**src/rtl/mips_branch_pkg.sv**
```systemverilog
// Shared definitions for the MEM-stage branch resolution unit:
// branch kind codes, squash FSM states and a counter-width helper.
package mips_branch_pkg;

    localparam logic [2:0] BR_EQ     = 3'd0;
    localparam logic [2:0] BR_NE     = 3'd1;
    localparam logic [2:0] BR_LEZ    = 3'd2;
    localparam logic [2:0] BR_GTZ    = 3'd3;
    localparam logic [2:0] BR_LTZ    = 3'd4;
    localparam logic [2:0] BR_GEZ    = 3'd5;
    localparam logic [2:0] BR_ALWAYS = 3'd6;
    localparam logic [2:0] BR_RSVD   = 3'd7;

    typedef enum logic {
        IDLE   = 1'b0,
        SQUASH = 1'b1
    } sq_state_e;

    // Width needed to hold values 0..n-1, never less than one bit.
    function automatic int unsigned cnt_width(input int unsigned n);
        return (n > 1) ? $clog2(n) : 1;
    endfunction

endpackage

```
**src/rtl/mem_branch_resolve_if.sv**
```systemverilog
// Bus between the EX/MEM register, the branch resolution unit and the
// IF-stage PC mux / flush controls.
interface mem_branch_resolve_if #(
    parameter int unsigned ADDR_W = 32,
    parameter int unsigned STAT_W = 16
);
    logic              m_valid;
    logic              m_ctlout;
    logic [2:0]        br_type;
    logic              zero;
    logic              sign;
    logic [ADDR_W-1:0] target;
    logic              stall;

    logic              PCSrc;
    logic [ADDR_W-1:0] pc_target;
    logic              flush;
    logic              illegal_br;
    logic [STAT_W-1:0] br_resolved;
    logic [STAT_W-1:0] br_taken;

    modport master (
        output m_valid, m_ctlout, br_type, zero, sign, target, stall,
        input  PCSrc, pc_target, flush, illegal_br, br_resolved, br_taken
    );

    modport slave (
        input  m_valid, m_ctlout, br_type, zero, sign, target, stall,
        output PCSrc, pc_target, flush, illegal_br, br_resolved, br_taken
    );
endinterface

```
**src/rtl/branch_cond.sv**
```systemverilog
// Combinational branch condition decode from ALU flags; flags reserved
// codes (or, in legacy mode, anything other than BR_EQ) as illegal.
module branch_cond
    import mips_branch_pkg::*;
#(
    parameter bit EXT_BRANCH = 1'b1
) (
    input  logic [2:0] br_type,
    input  logic       zero,
    input  logic       sign,
    output logic       cond,
    output logic       illegal
);

    always_comb begin
        cond    = 1'b0;
        illegal = 1'b0;
        if (EXT_BRANCH) begin
            case (br_type)
                BR_EQ:     cond = zero;
                BR_NE:     cond = ~zero;
                BR_LEZ:    cond = sign | zero;
                BR_GTZ:    cond = ~sign & ~zero;
                BR_LTZ:    cond = sign;
                BR_GEZ:    cond = ~sign;
                BR_ALWAYS: cond = 1'b1;
                BR_RSVD:   illegal = 1'b1;
                default:   cond = 1'b0;
            endcase
        end else begin
            cond    = (br_type == BR_EQ) & zero;
            illegal = (br_type != BR_EQ);
        end
    end

endmodule

```
**src/rtl/mem_branch_resolve.sv**
```systemverilog
// MEM-stage branch resolution: registered redirect, squash FSM covering
// the wrong-path slots, sticky illegal flag and saturating statistics.
module mem_branch_resolve
    import mips_branch_pkg::*;
#(
    parameter int unsigned ADDR_W       = 32,
    parameter int unsigned FLUSH_STAGES = 3,
    parameter bit          EXT_BRANCH   = 1'b1,
    parameter int unsigned STAT_W       = 16
) (
    input logic             clk,
    input logic             rst_n,
    mem_branch_resolve_if.slave bus
);

    localparam int unsigned      CNT_W    = cnt_width(FLUSH_STAGES);
    localparam logic [CNT_W-1:0] CNT_INIT = CNT_W'(FLUSH_STAGES - 1);

    sq_state_e         state, state_nx;
    logic [CNT_W-1:0]  cnt, cnt_nx;
    logic              cond, illegal;
    logic              resolve, take;

    logic              pcsrc_q;
    logic [ADDR_W-1:0] pc_target_q;
    logic              illegal_q;
    logic [STAT_W-1:0] resolved_q;
    logic [STAT_W-1:0] taken_q;

    branch_cond #(
        .EXT_BRANCH(EXT_BRANCH)
    ) u_cond (
        .br_type (bus.br_type),
        .zero    (bus.zero),
        .sign    (bus.sign),
        .cond    (cond),
        .illegal (illegal)
    );

    // Only an unstalled, valid branch seen while not squashing is on the true path.
    assign resolve = bus.m_valid & bus.m_ctlout & ~bus.stall & (state == IDLE);
    assign take    = resolve & cond;

    always_ff @(posedge clk) begin
        if (!rst_n) begin
            state <= IDLE;
            cnt   <= '0;
        end else begin
            state <= state_nx;
            cnt   <= cnt_nx;
        end
    end

    always_comb begin
        state_nx = state;
        cnt_nx   = cnt;
        case (state)
            IDLE: begin
                if (take) begin
                    state_nx = SQUASH;
                    cnt_nx   = CNT_INIT;
                end
            end
            SQUASH: begin
                if (!bus.stall) begin
                    if (cnt == '0) state_nx = IDLE;
                    else           cnt_nx   = cnt - 1'b1;
                end
            end
            default: begin
                state_nx = IDLE;
                cnt_nx   = '0;
            end
        endcase
    end

    always_ff @(posedge clk) begin
        if (!rst_n) begin
            pcsrc_q     <= 1'b0;
            pc_target_q <= '0;
        end else begin
            pcsrc_q <= take;
            if (take) pc_target_q <= bus.target;
        end
    end

    always_ff @(posedge clk) begin
        if (!rst_n) begin
            illegal_q  <= 1'b0;
            resolved_q <= '0;
            taken_q    <= '0;
        end else begin
            if (resolve && illegal) illegal_q <= 1'b1;
            if (resolve && !(&resolved_q)) resolved_q <= resolved_q + 1'b1;
            if (take && !(&taken_q)) taken_q <= taken_q + 1'b1;
        end
    end

    assign bus.PCSrc       = pcsrc_q;
    assign bus.pc_target   = pc_target_q;
    assign bus.flush       = (state == SQUASH);
    assign bus.illegal_br  = illegal_q;
    assign bus.br_resolved = resolved_q;
    assign bus.br_taken    = taken_q;

endmodule

```
**src/flat_wrapper.sv**
```systemverilog
// flat-port wrapper written by rule: the top's interface ports become plain ports
module mem_branch_resolve_flat import mips_branch_pkg::*;
#(
    parameter int unsigned ADDR_W       = 32,
    parameter int unsigned FLUSH_STAGES = 3,
    parameter bit          EXT_BRANCH   = 1'b1,
    parameter int unsigned STAT_W       = 16
)
  (clk, rst_n, bus_m_valid, bus_m_ctlout, bus_br_type, bus_zero, bus_sign, bus_target, bus_stall, bus_PCSrc, bus_pc_target, bus_flush, bus_illegal_br, bus_br_resolved, bus_br_taken);
  mem_branch_resolve_if #(.ADDR_W(ADDR_W), .STAT_W(STAT_W)) bus_i ();
  input logic clk;
  input logic rst_n;
  input wire logic [$bits(bus_i.m_valid)-1:0] bus_m_valid;
  input wire logic [$bits(bus_i.m_ctlout)-1:0] bus_m_ctlout;
  input wire logic [$bits(bus_i.br_type)-1:0] bus_br_type;
  input wire logic [$bits(bus_i.zero)-1:0] bus_zero;
  input wire logic [$bits(bus_i.sign)-1:0] bus_sign;
  input wire logic [$bits(bus_i.target)-1:0] bus_target;
  input wire logic [$bits(bus_i.stall)-1:0] bus_stall;
  output wire logic [$bits(bus_i.PCSrc)-1:0] bus_PCSrc;
  output wire logic [$bits(bus_i.pc_target)-1:0] bus_pc_target;
  output wire logic [$bits(bus_i.flush)-1:0] bus_flush;
  output wire logic [$bits(bus_i.illegal_br)-1:0] bus_illegal_br;
  output wire logic [$bits(bus_i.br_resolved)-1:0] bus_br_resolved;
  output wire logic [$bits(bus_i.br_taken)-1:0] bus_br_taken;
  assign bus_i.m_valid = bus_m_valid;
  assign bus_i.m_ctlout = bus_m_ctlout;
  assign bus_i.br_type = bus_br_type;
  assign bus_i.zero = bus_zero;
  assign bus_i.sign = bus_sign;
  assign bus_i.target = bus_target;
  assign bus_i.stall = bus_stall;
  assign bus_PCSrc = bus_i.PCSrc;
  assign bus_pc_target = bus_i.pc_target;
  assign bus_flush = bus_i.flush;
  assign bus_illegal_br = bus_i.illegal_br;
  assign bus_br_resolved = bus_i.br_resolved;
  assign bus_br_taken = bus_i.br_taken;
  mem_branch_resolve #(.ADDR_W(ADDR_W), .FLUSH_STAGES(FLUSH_STAGES), .EXT_BRANCH(EXT_BRANCH), .STAT_W(STAT_W)) u_core (.clk(clk), .rst_n(rst_n), .bus(bus_i));
endmodule
```
**config.mk**
```make
export PLATFORM = sky130hd
export DESIGN_NAME = mem_branch_resolve_flat
export DESIGN_NICKNAME = d
export VERILOG_FILES = /design/src/rtl/mips_branch_pkg.sv /design/src/rtl/mem_branch_resolve_if.sv /design/src/rtl/branch_cond.sv /design/src/rtl/mem_branch_resolve.sv /design/src/flat_wrapper.sv
export SDC_FILE = /design/constraint.sdc
export NUM_CORES = 1
export LEC_CHECK = 0
export BUFFER_PORTS_ARGS = -buffer_cell sky130_fd_sc_hd__buf_4
export CORE_MARGIN = 5
export CORE_UTILIZATION = 53
export DETAILED_ROUTE_END_ITERATION = 10
export GPL_ROUTABILITY_DRIVEN = 0
export GPL_TIMING_DRIVEN = 1
export MAX_ROUTING_LAYER = met4
export PLACE_DENSITY = 0.85
export SETUP_SLACK_MARGIN = 0.02
export SYNTH_ARGS = -nofsm -noshare
export SYNTH_HDL_FRONTEND = slang
export SYNTH_SLANG_ARGS = --single-unit
```
**constraint.sdc**
```tcl
create_clock -name clk -period 5.4 [get_ports clk]
set_clock_uncertainty 0.05 [all_clocks]
set_input_delay 0 -clock clk [delete_from_list [all_inputs] [get_ports clk]]
set_output_delay 0 -clock clk [all_outputs]
set_load 0.005 [all_outputs]
```
== Word level (Yosys, flattened, before mapping) ==
Index checks and enable logic that the tools add are counted.
Storage, ports and cells
  register bits: 69
  output and inout bits: 67
  word-level logic and storage cells: 50
Cells by class
  add/sub/neg operators: 3
  equal/unequal tests: 10
  mux-type cells: 10
  bitwise operators: 10
  reductions and logical operators: 10
Operators with widths (number)
  $add A16 B1 Y16 const B: 2
  $reduce_and A16 Y1: 2
  $eq A3 B3 Y1 const B: 4
  $pmux W1 S7: 1
  $eq A3 B2 Y1 const B: 2
  $mux W2: 3
  $and A1 B1 Y1: 5
  $mux W1: 4
  $ne A2 B2 Y1 const B: 2
  $not A1 Y1: 4
  $pmux W2 S2: 1
  $eq A3 B1 Y1 const B: 1
  $logic_and A1 B1 Y1: 3
  $logic_not A3 Y1: 1
  $reduce_and A3 Y1: 1
  $logic_not A1 Y1: 2
  $logic_not A2 Y1: 1
  $ne A2 B1 Y1 const B: 1
  $pmux W1 S2: 1
  $sub A2 B1 Y2 const B: 1
  $or A1 B1 Y1: 1

== Logic depth before layout (Yosys ltp) ==
  depth after elaboration: 6
  mapped depth: 7
  gate-level depth less buffers: 7

== Cells and area by module ==
Synthesis repeated with hierarchy kept, for this count alone.
Second synthesis, totals
  cell total of the unflattened synthesis: 377
  area total of the unflattened synthesis: 3156.8 um^2
Modules (own cells, without submodules)
  mem_branch_resolve: times used 1, cells each 372, area each 3115.5 um^2
  branch_cond: times used 1, cells each 5, area each 41.3 um^2

== Least setup slack after synthesis ==
OpenSTA, ideal clock, no wires.
  path kind: register to register
  start point: register u_core.taken_q[3] (netlist: u_core.bus.br_taken[3])
  end point: register u_core.taken_q[13] (netlist: u_core.bus.br_taken[13])
  arrival time: 1.693 ns
  data required time: 5.280 ns
  slack: 3.586 ns
  cell stages (with the launch flop): 7
  path buffers: 1
  clock period less this slack: 1.814 ns
  path through: dfxtp_1 > and4_1 > nand2_1 > or3_1 > clkbuf_1 > or4_1 > a21oi_1
On the way
  cells in the longest elaborated chain, start to end: 3
  elaborated cells on any way between the ends: 4
  classes of those cells: add/sub (1); reduce/logical (3)
RTL lines
  start, declared: RTL line mem_branch_resolve.sv:28  | logic [STAT_W-1:0] taken_q;
  start signal, assigned: RTL line mem_branch_resolve.sv:95  | if (take && !(&taken_q)) taken_q <= taken_q + 1'b1;
  parallel branches: the longest is 3 deep, another holds $add A16 B1 Y16
Several ways; the timed one is not identified.
A chain may end at the register's enable or synchronous reset.

== Final worst setup path ==
  start point: register u_core.taken_q[0] (netlist: u_core.bus.br_taken[0])
  end point: register u_core.taken_q[7] (netlist: u_core.bus.br_taken[7])
The elaborated chain is that of the path after synthesis.

==> impl_metrics.csv <==
group,metric,value,unit
detailed_routing,antenna_left,0,
synthesis,synth_ff_type,"dfxtp_1",
power_and_ir_drop,power_density,240,nW/µm²
detailed_routing,drt-initial-drc-count,195,
setup_path,regToRegSetupSlack,3.01,ns
synthesis,synth_edf_count,0,
status,outcome,"finished clean",
grt,antenna_found_initial,0,
clock_tree,cts_setup_buffers,0,
synthesis,synth.distinct_cells,44,
setup_path,reg2reg_to,"u_core.bus.br_taken[7]",
clock_tree,clockRootBuffer,"clkbuf_8",
setup_path,crit_path_top_delay_cell,"nor2b_1",
grt,grt_use_met3,4.80,%
worst_hold_path,min_from,"bus_m_ctlout",
clock_tree,clk_path_buf_depth,2,
sta,layout_worst_path_cycle_share,44.3,%
cells_and_area,antenna_cells,0,
die,die_height,85.5,µm
setup_path,end_kind,"flop",
synthesis,synth_top_family_by_area,"simple AND/OR/NAND/NOR gates",
detailed_routing,drt-vias-per-instance,5.43,
detailed_routing,wl,8600,µm
die,rows,27,
sta,rsz0062_at_grt,"false",
clock_tree,cts_resized,0,
sta,clock.fmax,0.418,GHz
sta,finalHoldViolations,0,
flow_run,max_cap_viol_count,0,
setup_path,rr_worst_depth,6,
setup_path,path_max_fanout,15,
sta,drv_slew,0,
setup_path,cp_cell_sequence,"ha_1, nand2_1, nor4_1, nor2b_1, nor4bb_1, mux2i_1",
worst_hold_path,hold_path_depth,5,
grt,grt_max_degree,60,
clock_tree,cts_made_buffers,9,
synthesis,synth_nets,416,
worst_hold_path,whs_endpoint,"u_core.bus.br_resolved[12]",
clock_tree,clock_sinks,69,
power_and_ir_drop,ir_drop,172,µV
place,io_buffers,108,
synthesis,synth_cells,371,
sta,fin_hold_ws,0.188,ns
detailed_routing,routedWlPerCell,14.7,µm
setup_path,start_kind,"flop",
place,dp.cells,533,
die,boundaryPins,109,
sta,setup-tns-final,0,ns
grt,grt_usage,24.0,%
synthesis,ys_ff_latch,69,
die,start_util,54.6,%
die,dieArea,7310,µm²
synthesis,netlist_area,3020,µm²
sta,tightest_slew,0.978,ns
sta,setup_viol,0,
grt,grtUsageMet1,26.4,%
die,die_x,85.5,µm
synthesis,synthAdderAreaFrac,1.24,%
clock_tree,cts_tree,"done",
worst_hold_path,hold_path_class,"in -> reg",
synthesis,ys_seq_area_share,45.7,%
synthesis,avgSynthCellArea,8.15,µm²
setup_path,r2r-start,"u_core.bus.br_taken[0]",
setup_path,crit_arrival,2.54,ns
grt,grt_pass1_wl,13900,µm
setup_path,crit_type,"reg -> reg",
synthesis,muxShareOfSynthArea,4.10,%
setup_path,max_stage_delay,0.72,ns
cells_and_area,final_cells,585,
die,core-area,5540,µm²
setup_path,required,5.55,ns
sta,relSlewSlack,34.7,%
cells_and_area,final_net_count,553,
synthesis,synthSimpleGateAreaFrac,26.0,%
clock_tree,clk_latency,0.33,ns
clock_tree,hold_buffers,36,
detailed_routing,vias,3174,
power_and_ir_drop,leakagePower,1.72,nW
grt,first_global_vias,3110,
detailed_routing,drc,0,
clock_tree,clk_pin_slew,0.07,ns
synthesis,ys_warn_count,0,
sta,fin_crit,2.39,ns
place,post-dp-hpwl,5520,µm
synthesis,synthArstFlopShare,0,%
detailed_routing,drt_pass1_iterations,6,
synthesis,synthXorXnorAreaFrac,2.32,%
synthesis,synth-compound-area-share,16.0,%
cells_and_area,final_layout_size_suffix_gt1_share,25.3,%
grt,grt.busiest_layer,"met2",
grt,grtUsageMet2,41.7,%
cells_and_area,syn2layout_area_growth,45.9,%
clock_tree,cts.htree.levels,3,
grt,gr-total-overflow,0,
==> routing by layer <==
metal	up-vias	routed length [µm]
met5	-	0
met4	0	231
met2	112	4480
met3	22	448
met1	1478	3430
li1	1562	-
==> worst max path at each step <==
stage | startpoint | endpoint | cells after the start
2_1_floorplan | u_core.bus.br_taken[3] | u_core.bus.br_taken[13] | 6
3_3_place_gp | u_core.bus.flush | u_core.cnt[1] | 6
3_5_place_dp | u_core.bus.flush | u_core.cnt[1] | 6
4_1_cts | u_core.bus.flush | u_core.cnt[1] | 6
5_1_grt | u_core.bus.br_taken[0] | u_core.bus.br_taken[6] | 6
6_report | u_core.bus.br_taken[0] | u_core.bus.br_taken[7] | 6
==> critical path: cells and delay by family, from the launching register on <==
family | cells | cell delay, ns
AND/OR/NAND/NOR | 4 | 1.39
flip-flops | 1 | 0.41
adder cells (fa/ha/maj) | 1 | 0.25
multiplexers | 1 | 0.16
==> cells by family (layout without fill, tap and decap cells) <==
| kind of cell | Yosys count | count (layout) |
|---|---|---|
| and+or+nand+nor | 164 | 164 |
| AOI/OAI and AO/OA | 83 | 83 |
| DFF | 69 | 69 |
| buffers and inverters | 33 | 175 |
| muxes | 11 | 11 |
| xor gates and xnor gates | 8 | 8 |
| adders and majority gates | 3 | 3 |
==> area by class of cell <==
| class | instances | area (µm²) |
|---|---|---|
| multi-input combinational | 269 | 1500 |
| sequential | 69 | 1380 |
| timing repair buffer | 145 | 1180 |
| fill | 386 | 1130 |
| clock buffer | 11 | 131 |
| tap | 72 | 90.1 |
| clock inverter | 5 | 75.1 |
| inverter | 14 | 52.6 |
==> per-stage QoR <==
| step | power (W) | utilization [%] | instance area (µm²) | worst slack (ns) |
|---|---|---|---|---|
| 3_5_place_dp | 0.000605 | 69.4 | 3840 | 3.05 |
| 6_report | 0.00106 | 79.6 | 4410 | 3.01 |
| 4_1_cts | 0.00106 | 79.6 | 4410 | 3.03 |
| 2_1_floorplan | 0.000564 | - | 3020 | 3.59 |
| 5_1_grt | 0.00109 | 79.6 | 4410 | 2.80 |
| 3_3_place_gp | 0.000604 | 69.4 | 3840 | 3.10 |
==> synthesized netlist by cell type (2+ instances only) <==
cell type,count,share of area (%)
dfxtp_1,69,46
nor3_1,6,0.99
mux2i_1,9,3.0
and4_1,2,0.58
nor2_1,19,2.4
nor4_1,6,1.2
a21oi_1,50,8.3
and2_1,2,0.41
o21ai_0,10,1.7
and3_1,2,0.41
buf_2,6,0.99
xnor2_1,8,2.3
o41ai_1,2,0.58
nand4_1,5,1.0
clkbuf_1,12,1.5
o31ai_1,7,1.7
inv_1,13,1.6
a211oi_1,6,1.5
nand2b_1,8,1.7
ha_1,3,1.2
or4_1,8,2.0
or3_1,4,0.83
nand2_1,84,10
nand3_1,10,1.7
==> sequential cells by signal (all words and copies together), names as in the netlist <==
name,count
u_core.bus.PCSrc,1
u_core.bus.flush,1
u_core.cnt,2
u_core.bus.pc_target,32
u_core.bus.br_taken,16
u_core.bus.illegal_br,1
u_core.bus.br_resolved,16
==> layout by cell type, fill, tap and decap left out, drive strengths merged, types with 4 or more instances in the layout <==
| cell type | netlist | routed |
|---|---|---|
| buf | 7 | 109 |
| nand2 | 84 | 84 |
| dfxtp | 69 | 69 |
| a21oi | 51 | 51 |
| dlygate4sd3 | 0 | 36 |
| nor2 | 19 | 19 |
| inv | 14 | 14 |
| clkbuf | 12 | 11 |
| nand3 | 10 | 10 |
| o21ai | 10 | 10 |
| mux2i | 10 | 10 |
| xnor2 | 8 | 8 |
| nand2b | 8 | 8 |
| or4 | 8 | 8 |
| o31ai | 7 | 7 |
| nor3 | 7 | 7 |
| a211oi | 6 | 6 |
| nor4 | 6 | 6 |
| nand4 | 5 | 5 |
| or3 | 4 | 4 |
==> report_power, final <==
group	switching [W]	leakage [nW]	internal, W
clock network	0.000185	0.107	0.000258
logic	0.0000407	1.05	0.0000540
registers	0.00000526	0.557	0.000516
Power figures use the tool's default switching activity.
